## src/rtl/fetch_queue_pkg.sv

```systemverilog
// fetch_queue_pkg: shared constants and the queued entry layout for the instruction prefetch queue.
package fetch_queue_pkg;
    localparam int XLEN = 32;
    localparam logic [XLEN-1:0] NOP_INSN = 32'h0000_0013;
    localparam logic [XLEN-1:0] DEFAULT_RESET_PC = 32'h0000_0000;

    typedef struct packed {
        logic [XLEN-1:0] pc;
        logic [XLEN-1:0] ir;
    } entry_t;
endpackage

```

## src/rtl/fetch_fifo.sv

```systemverilog
// fetch_fifo: generic synchronous FIFO with flush; count disambiguates full from empty.
module fetch_fifo #(
    parameter int WIDTH = 64,
    parameter int DEPTH = 4
) (
    input  logic                       clk,
    input  logic                       rst_n,
    input  logic                       push,
    input  logic [WIDTH-1:0]           din,
    input  logic                       pop,
    input  logic                       flush,
    output logic [WIDTH-1:0]           dout,
    output logic [$clog2(DEPTH+1)-1:0] count,
    output logic                       full,
    output logic                       empty
);
    localparam int PW = $clog2(DEPTH);
    localparam int CW = $clog2(DEPTH+1);
    localparam logic [CW-1:0] FULL_CNT = CW'(DEPTH);

    logic [WIDTH-1:0] mem [DEPTH];
    logic [PW-1:0] head_q, head_d, tail_q, tail_d;
    logic [CW-1:0] count_q, count_d;
    logic do_push, do_pop;

    always_comb begin
        do_pop  = pop && (count_q != '0);
        do_push = push && ((count_q != FULL_CNT) || do_pop);
        head_d  = flush ? '0 : head_q + PW'(do_pop);
        tail_d  = flush ? '0 : tail_q + PW'(do_push);
        count_d = flush ? '0 : count_q + CW'(do_push) - CW'(do_pop);
    end

    always_ff @(posedge clk or negedge rst_n) begin
        if (!rst_n) begin
            head_q  <= '0;
            tail_q  <= '0;
            count_q <= '0;
        end else begin
            head_q  <= head_d;
            tail_q  <= tail_d;
            count_q <= count_d;
        end
    end

    // Storage needs no reset: the count alone decides what is valid.
    always_ff @(posedge clk) begin
        if (do_push) mem[tail_q] <= din;
    end

    assign dout  = mem[head_q];
    assign count = count_q;
    assign full  = (count_q == FULL_CNT);
    assign empty = (count_q == '0);
endmodule

```

## src/rtl/fetch_queue.sv

```systemverilog
// fetch_queue: instruction prefetch queue between instruction memory and ID.
// Owns the fetch PC, absorbs memory wait states and flushes on an EX redirect.
module fetch_queue
    import fetch_queue_pkg::*;
#(
    parameter int DEPTH = 4,
    parameter logic [XLEN-1:0] RESET_PC = DEFAULT_RESET_PC
) (
    input  logic                       clk,
    input  logic                       rst_n,
    input  logic                       redirect,
    input  logic [XLEN-1:0]            redirect_pc,
    output logic [XLEN-1:0]            iad,
    output logic                       ireq,
    input  logic [XLEN-1:0]            idt,
    input  logic                       acki_n,
    input  logic                       deq,
    output logic                       out_valid,
    output logic [XLEN-1:0]            out_pc,
    output logic [XLEN-1:0]            out_pc4,
    output logic [XLEN-1:0]            out_ir,
    output logic [$clog2(DEPTH+1)-1:0] count
);
    logic [XLEN-1:0] fetch_pc_q, fetch_pc_d;
    logic full, empty, push;
    entry_t head, tail_entry;

    // Redirect wins over any ack in the same cycle, so the stale word is dropped.
    always_comb begin
        ireq       = !full || deq;
        push       = ireq && !acki_n && !redirect;
        fetch_pc_d = redirect ? redirect_pc : (push ? fetch_pc_q + 32'd4 : fetch_pc_q);
        tail_entry = '{pc: fetch_pc_q, ir: idt};
    end

    always_ff @(posedge clk or negedge rst_n) begin
        if (!rst_n) fetch_pc_q <= RESET_PC;
        else        fetch_pc_q <= fetch_pc_d;
    end

    fetch_fifo #(.WIDTH($bits(entry_t)), .DEPTH(DEPTH)) u_fifo (
        .clk   (clk),
        .rst_n (rst_n),
        .push  (push),
        .din   (tail_entry),
        .pop   (deq),
        .flush (redirect),
        .dout  (head),
        .count (count),
        .full  (full),
        .empty (empty)
    );

    // An empty queue presents a NOP bubble to ID.
    always_comb begin
        iad       = fetch_pc_q;
        out_valid = !empty;
        out_pc    = out_valid ? head.pc : '0;
        out_ir    = out_valid ? head.ir : NOP_INSN;
        out_pc4   = out_pc + 32'd4;
    end
endmodule

```

## config.mk

```make
export PLATFORM = sky130hd
export DESIGN_NAME = fetch_queue
export DESIGN_NICKNAME = d
export VERILOG_FILES = /design/src/rtl/fetch_queue_pkg.sv /design/src/rtl/fetch_fifo.sv /design/src/rtl/fetch_queue.sv
export SDC_FILE = /design/constraint.sdc
export NUM_CORES = 1
export LEC_CHECK = 0
export CAP_MARGIN = 5
export CORE_MARGIN = 3
export CORE_UTILIZATION = 30
export CTS_CLUSTER_SIZE = 8
export DETAILED_ROUTE_END_ITERATION = 10
export REMOVE_ABC_BUFFERS = 1
export SLEW_MARGIN = 10
export SYNTH_ARGS = -nofsm -noshare
export SYNTH_HDL_FRONTEND = slang
export SYNTH_SLANG_ARGS = --single-unit
```

## constraint.sdc

```tcl
create_clock -name clk -period 7.6 [get_ports clk]
set_input_delay 1.52 -clock clk [delete_from_list [all_inputs] [get_ports clk]]
set_output_delay 1.52 -clock clk [all_outputs]
set_load 0.05 [all_outputs]
```

Yosys cells after proc, flatten, opt, wreduce, memory -nomap -nowiden --
Memories as Yosys holds them, arrays and structs flattened. Index checks and enable logic that the tools add are counted.
Storage, ports and cells: register bits after elaboration 39, RAM bits 256, input bits 69, output and inout bits 133, logic and storage cells 35, memories kept 1
Memory list:
- u_fifo.mem | depth 4, bits a word 64, read ports 1, clocked after memory_dff 0, write ports 1, line fetch_fifo.sv:21 | logic [WIDTH-1:0] mem [DEPTH];
Cells by class: add/sub/neg operators 6, equal/unequal tests 2, mux-type cells 9, reduce and logical (&&, ||, !) cells 13
Operators with widths (number):
- 32-bit 2-to-1 mux | 4
- 32-bit by 3-bit adder with 32-bit output (second input constant) | 2
- 2-bit by 1-bit adder with 2-bit output | 2
- 1-bit logical AND | 4
- 1-bit zero test | 4
- 2-bit 2-to-1 mux | 2
- 3-bit by 1-bit adder with 3-bit output | 1
- 3-bit == test (second input constant) | 1
- 3-bit zero test | 1
- 3-bit 2-to-1 mux | 1
- 3-bit != test (second input constant) | 1
- 3-bit nonzero test | 1
- 3-bit by 1-bit subtractor with 3-bit output | 1
- 1-bit logical OR | 2
- 1-bit 2-to-1 mux | 2
- 2-bit nonzero test | 1

Logic depth before layout (Yosys ltp) --
word-level depth 9, depth in mapped cells 14, gate-level depth less buffers 11

Cells and area by module --
Synthesis repeated with hierarchy kept, for this count alone.
Second synthesis, totals: cells, all modules 737, area total of the unflattened synthesis 12563.3 sq um
By module, submodules not included:
- fetch_fifo | times used 1, cells an instance 371, area each 9735.6 sq um, seq. area each 7862.5 sq um
- fetch_queue | times used 1, cells an instance 366, area each 2827.7 sq um, seq. area each 800.8 sq um

Worst setup path after synthesis --
No wires, ideal clock.
path kind input to register, start in deq, end mem u_fifo.mem[0][0], enable pin, library setup time 579 ps, arrival time 6725 ps, data required time 7021 ps, path slack 296 ps, stages on the path 3, path buffers 0, cells stage by stage nor4b_2 > nor3_1 > nor3b_1
On the way: longest elaborated chain between the ends 6, elaborated cells between the ends (all ways) 8, those cells by class 2 x mux; 6 x reduce/logical
RTL lines:
- start: declaration | line fetch_queue.sv:17 | input logic deq,
- 1-bit logical OR | line fetch_queue.sv:30 | ireq = !full || deq;
- 1-bit logical AND (2 in a row) | line fetch_queue.sv:31 | push = ireq && !acki_n && !redirect;
- 1-bit logical AND (*) | line fetch_fifo.sv:28 | do_push = push && ((count_q != FULL_CNT) || do_pop);
- 1-bit 2-to-1 mux (*) | line fetch_fifo.sv:48 | if (do_push) mem[tail_q] <= din;
- 1-bit 2-to-1 mux (implied by the code) (*) | line fetch_fifo.sv:48
- end: declaration | line fetch_fifo.sv:21
Every way passes the cells marked *; elsewhere a longest branch is shown, timed or not.

Worst setup path in the final report --
start reg u_fifo.head_q[1], end out out_pc4[24]
On the way: longest elaborated chain between the ends 3
RTL lines:
- start: declaration | line fetch_fifo.sv:22 | logic [PW-1:0] head_q, head_d, tail_q, tail_d;
- start signal: assignment | line fetch_fifo.sv:36 | head_q <= '0;
- start signal: assignment | line fetch_fifo.sv:40 | head_q <= head_d;
- memory read 4 x 64 bit
- 32-bit 2-to-1 mux | line fetch_queue.sv:58 | out_pc = out_valid ? head.pc : '0;
- 32-bit by 3-bit adder with 32-bit output | line fetch_queue.sv:60 | out_pc4 = out_pc + 32'd4;
- end: declaration | line fetch_queue.sv:20 | output logic [XLEN-1:0] out_pc4,
Every way passes these cells.

==> run metrics <==
status=complete, no violations; # setup viols final=0; average routed wire per standard cell=between 20 and 25 um; slew of the pin with the lowest slew margin=1070 ps; XOR/XNOR share of the synthesized area=0.0406; grt total ovfl=0; core area=41400 um2; register area=8670 um2; n_diodes=0; initial antenna violation count=0; PD cells=392 nW/um2; total CTS buffers=42; hold_buf cts=0; Post-synth EDFFs=256; CTS resizes=0; chip height=between 200 and 250 um; simple logic cell fraction of the synthesized area=0.102; fin. max-slew vios=0; worst-path fanout max=52; final worst path period share=0.853; Worst setup EP type=output pin; largest cells by area after synthesis=edfxtp_1 (60%), mux4_2 (11%), dfrtp_1 (7.7%); Slew HR=0.286; Post-Route WL=33700 um; Buf/Inv on CP=2; post-synth top area cell=edfxtp_1; total clock sinks=295; Syn Area/Cell=~16 um2; DP Cell Count=1491; leak pwr=5.48 nW; vias in the first global route=7901; hold violation total from the final report=0; routed vias/inst=4.86; Final HPWL DP=roughly 22000 um; crit start category=flop; Final Skew=32.2 ps; post-synthesis adder-cell area fraction=0.00747; initial core utilization=0.308; largest family of logic cells by synthesized area=multiplexers; IO Pins=202; Hold Path Class=flop to flop; footprint of the multi-input gates=slightly below 4000 um2; Final nets=1079; Cells after Synth=783; Synth Flop Type=edfxtp_1; top cell type's share of synthesized area=0.604; fillcell total=approximately 3800; root buf cell=clkbuf_16; largest net degree at the start of global routing=70; crit-path cells=buf_4, mux4_2, nor4_2, nand4_1, nor3_1, xor2_1, clkdlybuf4s50_1; final worst slack=1120 ps; Fin Setup TNS=0 ps; #FFs+latches synth=295; WS Path Type=flop to output pin; DR DRC count=0; std cell rows=74; vias post-DR=7549; Post-DP Area=15300 um2; Top delay family on crit path=buffers and inverters; P&R area growth vs syn=29.4%; Total GRT Usage=0.148; global-route wire length before repair=around 50000 um; CTS tree=done; CTS HTree Levels=2; compound-gate portion of the synthesized area=0.0205; dpl ws=1540 ps; post-CTS setup buffer count=0; post-synthesis mux area share=0.130; GP Congestion=0.742; Syn. warnings=0; most frequent cells in the layout=edfxtp_1 (256), clkdlybuf4s50_1 (199), nand2_1 (82); RSZ-0062 raised after global routing=false; CTS Buffer Depth=3; commonest non-fill, non-tap cell in the layout=edfxtp_1; Port Buffers=201; CP max stage cell=dfrtp_4; Post-DRT Antenna Nets=0; Post-synth ARST share=0.132; # Max-Cap Violations=0; CP required=between 6000 and 7000 ps; post-layout min period=roughly 6500 ps; count of cell types in the netlist=49; non-filler cells, final=1552; DIE AREA=between 40000 and 50000 um2; area of the mapped netlist=between 10000 and 15000 um2; layout cell share with drive strength beyond 1=0.137; worst endpoint data arrival time=slightly below 5000 ps; First DRT Iteration DRCs=between 500 and 600; Initial DRT Pass Iterations=5; clock latency at the later pin of the worst-skew pair=between 500 and 600 ps; max incr delay on CP=between 900 and 1000 ps; cell area after layout=16500 um2; Die W=~210 um; fmax=154 MHz; clk slew on worst S/H paths=about 50 ps; peak supply drop=187 uV; sequential cell area fraction in the yosys report=0.680
metrics by stage:
| stage | hold WS [ps] | total power, mW | util |
|---|---|---|---|
| floorplan | 554 | 3.86 | - |
| global placement | 545 | 4.86 | 0.371 |
| detailed placement | 557 | 4.87 | 0.371 |
| CTS | 567 | 6.55 | 0.398 |
| global route | 592 | 6.72 | 0.398 |
| finish | 559 | 6.46 | 0.398 |
cell usage after synthesis (7+ instances only):
cell type and number:
and2_1 52, and3_1 10, buf_2 11, buf_4 7
clkbuf_1 16, dfrtp_1 39, edfxtp_1 256, inv_1 15
mux4_2 61, nand2_1 82, nand3_1 26, nand4_1 8
nor2_1 26, nor3_1 13, o21ai_0 31, xnor2_1 22
xor2_1 37
path summary, 6_finish.rpt:
path	startpoint	slack, ps	end	cells after the start
setup / recovery	u_fifo.head_q[1]	1120	out_pc4[24]	7
hold / removal	iad[0]	560	u_fifo.mem[1][32]	0
setup reg to reg	u_fifo.count[1]	4200	u_fifo.count[2]	13
hold reg to reg	iad[0]	560	u_fifo.mem[1][32]	0
max in group asynchronous	rst_n	5660	u_fifo.head_q[0]	1
min in group asynchronous	rst_n	1170	iad[23]	1
final cells by class:
| class | instances | area share |
|---|---|---|
| Clock buffer | 60 | 0.0691 |
| Multi-Input combinational cell | 437 | 0.234 |
| Sequential cell | 295 | 0.526 |
| Tap cell | 532 | 0.0404 |
| Inverter | 16 | 0.00364 |
| Clock inverter | 1 | 0.000531 |
| Timing Repair Buffer | 211 | 0.126 |
cells by family (layout without fill, tap and decap cells):
logic type | after synthesis | count (layout)
xor+xnor | 59 | 59
flops | 295 | 295
simple gates | 248 | 248
mux | 79 | 79
fa+ha+maj | 7 | 7
compound gates | 44 | 44
buf+inv | 51 | 288
flip-flops by register name (all words and copies together), names as in the netlist:
name,flops
u_fifo.tail_q,2
u_fifo.head_q,2
u_fifo.mem,256
u_fifo.count,3
iad,32
per-layer routing:
| layer | part of all wire | GRT usage | vias to the layer above |
|---|---|---|---|
| met5 | 0 | 0 | - |
| met1 | 0.43 | 0.198 | 3838 |
| met2 | 0.49 | 0.246 | 238 |
| li1 | - | - | 3418 |
| met4 | 0.024 | 0.0406 | 0 |
| met3 | 0.058 | 0.0316 | 55 |
where the power goes:
group | internal [mW] | switching (mW)
combinational | 0.961 | 1.85
sequential | 1.86 | 0.127
clock | 1.02 | 0.641
total | 3.84 | 2.62
No activity file was read; power rests on OpenSTA's default activity.
